## config.mk

```make
export PLATFORM = sky130hd
export DESIGN_NAME = seq_taillight_ctrl
export DESIGN_NICKNAME = d
export VERILOG_FILES = /design/src/rtl/seq_taillight_ctrl.sv
export SDC_FILE = /design/constraint.sdc
export NUM_CORES = 1
export LEC_CHECK = 0
export CELL_PAD_IN_SITES_DETAIL_PLACEMENT = 1
export CELL_PAD_IN_SITES_GLOBAL_PLACEMENT = 1
export CORE_MARGIN = 3
export CORE_UTILIZATION = 45
export DETAILED_ROUTE_END_ITERATION = 12
export GPL_TIMING_DRIVEN = 0
export PLACE_DENSITY_LB_ADDON = 0.1
export SYNTH_ARGS = -nofsm -noshare
export SYNTH_HDL_FRONTEND = slang
export SYNTH_SLANG_ARGS = --single-unit
```

## constraint.sdc

```tcl
create_clock -name clk -period 4.65 [get_ports clk]
set_clock_uncertainty 0.1 [all_clocks]
set_input_delay 0.6975 -clock clk [delete_from_list [all_inputs] [get_ports clk]]
set_output_delay 0.6975 -clock clk [all_outputs]
set_load 0.01 [all_outputs]
```

## src/rtl/seq_taillight_ctrl.sv

```systemverilog
// Sequential N-lamp tail-light controller: left/right/hazard sweeps paced by an internal tick divider.
// Optional brake overlay is enabled by defining TAIL_BRAKE_EN.
module seq_taillight_ctrl #(
    parameter int unsigned LAMPS       = 3,
    parameter int unsigned SYSTEM_FREQ = 6250,
    parameter int unsigned HZ          = 8
) (
    input  logic             clk,
    input  logic             rst,
    input  logic             left,
    input  logic             right,
    input  logic             haz,
    input  logic             brake,
    output logic [LAMPS-1:0] lights_l,
    output logic [LAMPS-1:0] lights_r,
    output logic             tick
);

    localparam int unsigned DIV    = SYSTEM_FREQ / HZ;
    localparam int unsigned CNT_W  = (DIV > 1) ? $clog2(DIV) : 1;
    localparam int unsigned STEP_W = $clog2(LAMPS + 1);

    localparam logic [CNT_W-1:0]  CNT_MAX   = CNT_W'(DIV - 1);
    localparam logic [CNT_W-1:0]  CNT_ONE   = CNT_W'(1);
    localparam logic [STEP_W-1:0] STEP_ONE  = STEP_W'(1);
    localparam logic [STEP_W-1:0] STEP_LAST = STEP_W'(LAMPS);

    typedef enum logic [1:0] {StIdle, StLeft, StRight, StHaz} state_t;

    logic [CNT_W-1:0]  r_cnt;
    state_t            r_state;
    logic [STEP_W-1:0] r_step;

    logic              w_tick;
    state_t            w_req;
    state_t            w_state_d;
    logic [STEP_W-1:0] w_step_d;
    logic [LAMPS-1:0]  w_mask;
    logic [LAMPS-1:0]  w_lights_l_d;
    logic [LAMPS-1:0]  w_lights_r_d;

    assign w_tick = (r_cnt == CNT_MAX);
    assign tick   = w_tick;

    always_ff @(posedge clk or negedge rst) begin
        if (!rst) begin
            r_cnt <= '0;
        end else begin
            r_cnt <= w_tick ? '0 : r_cnt + CNT_ONE;
        end
    end

    always_comb begin
        if (haz || (left && right)) begin
            w_req = StHaz;
        end else if (left) begin
            w_req = StLeft;
        end else if (right) begin
            w_req = StRight;
        end else begin
            w_req = StIdle;
        end
    end

    // Requests only take effect at IDLE or the OFF step, except hazard preempting a turn.
    always_comb begin
        w_state_d = r_state;
        w_step_d  = r_step;
        if (w_tick) begin
            if (r_state == StIdle || r_step == '0) begin
                w_state_d = w_req;
                w_step_d  = (w_req == StIdle) ? '0 : STEP_ONE;
            end else if (r_state != StHaz && w_req == StHaz) begin
                w_state_d = StHaz;
                w_step_d  = STEP_ONE;
            end else if (r_state == StHaz || r_step == STEP_LAST) begin
                w_step_d  = '0;
            end else begin
                w_step_d  = r_step + STEP_ONE;
            end
        end
    end

    always_comb begin
        for (int i = 0; i < LAMPS; i++) begin
            w_mask[i] = (i < int'(w_step_d));
        end
    end

    always_comb begin
        w_lights_l_d = '0;
        w_lights_r_d = '0;
        case (w_state_d)
            StLeft:  w_lights_l_d = w_mask;
            StRight: w_lights_r_d = w_mask;
            StHaz: begin
                if (w_step_d != '0) begin
                    w_lights_l_d = '1;
                    w_lights_r_d = '1;
                end
            end
            default: ;
        endcase
`ifdef TAIL_BRAKE_EN
        // Brake lights every side that is not sweeping; hazard wins over brake.
        if (brake) begin
            case (w_state_d)
                StIdle: begin
                    w_lights_l_d = '1;
                    w_lights_r_d = '1;
                end
                StLeft:  w_lights_r_d = '1;
                StRight: w_lights_l_d = '1;
                default: ;
            endcase
        end
`endif
    end

`ifndef TAIL_BRAKE_EN
    logic w_unused_brake;
    assign w_unused_brake = brake;
`endif

    always_ff @(posedge clk or negedge rst) begin
        if (!rst) begin
            r_state  <= StIdle;
            r_step   <= '0;
            lights_l <= '0;
            lights_r <= '0;
        end else begin
            r_state  <= w_state_d;
            r_step   <= w_step_d;
            lights_l <= w_lights_l_d;
            lights_r <= w_lights_r_d;
        end
    end

endmodule
```

==> flow_summary.toml <==
[placed_design]
place_congestion = 0.809
hpwl_um = 1690
placed_cells = 143
dpl_worst_slack_ns = 1.85
dpl_cell_area_um2 = 1200
port_buffers = 11

[clocking]
cts_tree = "done"
clockRootBuffer = "clkbuf_4"
clock_sinks = 20
postCtsHoldBufs = 0
cts.clk_slew.worst_paths_ns = 0.12
clk_latency_ns = 0.31
cts_buffers = 3
cts_setup_buffers = 0
cts_buffer_depth = 2
h-tree-depth = 1
cts-resized-gates = 0

[critical_path]
end_kind = "output pin"
startpoint_type = "flip-flop"
crit_required_ns = 3.85
crit_chain = "and2_0 > nand4_1 > nor2_1 > clkdlybuf4s50_1"
critical_path_class = "reg -> out"
path_max_fanout = 6
arrival_ns = 2.08
cp_slowest_stage_delay_ns = 0.60
cp_slowest_cell = "clkdlybuf4s50_1"

[global_routing]
grt_pass1_wl_um = 4150
track_usage_pct = 20.2
use_met3_pct = 3.27
grt_pass1_vias = 877
antenna_found_initial = 0
grt_max_degree = 21
grtUsageMet2_pct = 33.9
grt-busiest-layer = "met2"
grtUsageMet1_pct = 26.1
grt-ovfl-total = 0

[detailed_routing]
drt-total-wl_um = 2430
dr.pass1.iters = 4
drt-initial-drc-count = 7
ant_nets = 0
wire_per_inst_um = 16.5
num_vias = 826
routed_via_density = 5.62
route.detailed.drc = 0

[synthesis]
seq_area_frac_synth_pct = 47.6
synth.distinct_cells = 35
synthFlopType = "dfrtp_1"
syn_avg_cell_area_um2 = 10.0
syn_nets = 115
ys_ff_latch = 20
synth_area_um2 = 1050
netlist_instances = 105
synth_edf_count = 0
synthArstFlopShare_pct = 100
yosysWarnings = 0

[pwr]
pwr-share-comb_pct = 3.2
vdd_ir_drop_max_v = 0.000198
power_frac_seq_pct = 52.9
power.density_nw_per_um2 = 263
netSwitchingFraction_pct = 19.2
net-switching-power_uw = 63.0
power.share.clock_pct = 43.9
leakagePower_nw = 0.528
power.internal_uw = 265

[outcome]
outcome = "completed"

[cells_and_area]
final_cells = 147
final_layout_size_suffix_gt1_share_pct = 11.7
num-nets-final = 131
fin_area_um2 = 1250
areaGrowthSynthToFinish_pct = 18.7
layout_commonest_cell = "dfrtp_1"
mostFrequentLayoutCells = "dfrtp_1 (20), nor2_1 (16), clkdlybuf4s50_1 (11)"
diodes = 0

[sta]
setup_viol = 0
setup_tns_ns = 0
hold_viol = 0
min_period_over_period_pct = 61.9
whs_ns = 0.409
drv_slew = 0
tightest_slew_ns = 0.853
rsz0062_at_grt = "no"
fmax_mhz = 347
slew_headroom_pct = 42.9
setup_ws_ns = 1.77
period_minus_slack_ns = 2.88

[min_path]
worstHoldPathType = "reg -> reg"

[floorplan]
initial_core_util_pct = 50.5
die_y_um = 54.4
core_area_um2 = 2080
num_io_pins = 13
die_area_um2 = 2950
die_w_um = 54.4
num_rows = 16

[flow_run]
cap_viol_max_count = 0
[sequential cells by signal, summed over array words and instances (netlist names)]
register and cells:
r_state 2, lights_r 3, r_step 2, r_cnt 10
lights_l 3
[layer usage]
layer	up-vias	share of wire (%)
met5	-	0
met4	0	0.74
met3	2	3.0
met2	13	49
met1	417	47
li1	394	-
[worst max-delay path, delay by kind of cell (launching register included)]
family                 cells  cell delay, ns
AND/OR/NAND/NOR            3            0.74
flip-flops                 1            0.44
buffers and inverters      1            0.60
[power groups by stage]
stage	clock network, mW	logic (mW)	registers [mW]
floorplan	0	0.00241	0.177
global placement	0	0.0104	0.177
detailed placement	0	0.0107	0.177
CTS	0.145	0.0107	0.174
global route	0.155	0.0116	0.174
finish	0.144	0.0104	0.174
[final cells by class]
class | count | area [µm²]
Sequential cell | 20 | 500
Timing Repair Buffer | 11 | 110
Fill cell | 253 | 833
Multi-Input combinational cell | 75 | 513
Buffer | 1 | 5.00
Clock inverter | 1 | 30.0
Tap cell | 27 | 33.8
Inverter | 9 | 33.8
Clock buffer | 3 | 22.5
[cell usage after synthesis, types with 2 or more instances]
cell type | n | area, µm²
a21oi_1 | 3 | 15.0
dfrtp_1 | 20 | 500
ha_1 | 4 | 50.1
inv_1 | 9 | 33.8
nand2_1 | 6 | 22.5
nand3_1 | 4 | 20.0
nand4_1 | 3 | 18.8
nor2_1 | 16 | 60.1
nor3_1 | 3 | 15.0
nor4b_1 | 2 | 17.5
o21a_1 | 3 | 22.5
o21ai_0 | 2 | 10.0
o31ai_1 | 2 | 15.0
xnor2_1 | 5 | 43.8
xor2_1 | 3 | 26.3
[metrics by stage]
| stage | util [%] | total power, mW |
|---|---|---|
| finish | 60.0 | 0.328 |
| global route | 60.0 | 0.340 |
| CTS | 60.0 | 0.330 |
| detailed placement | 57.5 | 0.188 |
| global placement | 57.5 | 0.188 |
| floorplan | - | 0.180 |
[final timing paths]
| kind | slack [ns] | cells past startpoint | start | to |
|---|---|---|---|---|
| hold reg to reg | 0.41 | 1 | r_cnt[9] | r_cnt[9] |
| setup / recovery | 1.77 | 4 | r_cnt[2] | tick |
| hold / removal | 0.41 | 1 | r_cnt[9] | r_cnt[9] |
| min in group asynchronous | 0.76 | 1 | rst | r_cnt[8] |
| max in group asynchronous | 3.16 | 1 | rst | lights_r[0] |
| setup reg to reg | 2.13 | 8 | r_cnt[0] | lights_l[1] |
[kinds of logic (layout without fill, tap and decap cells)]
logic type,after synthesis,in the layout,synth area share [%]
mux,1,1,0.951
buf+inv,10,25,3.69
compound gates,16,16,10.9
flops,20,20,47.6
xor+xnor,8,8,6.66
fa+ha+maj,5,5,5.83
simple gates,45,45,24.4
No activity file was read; power rests on OpenSTA's default activity.
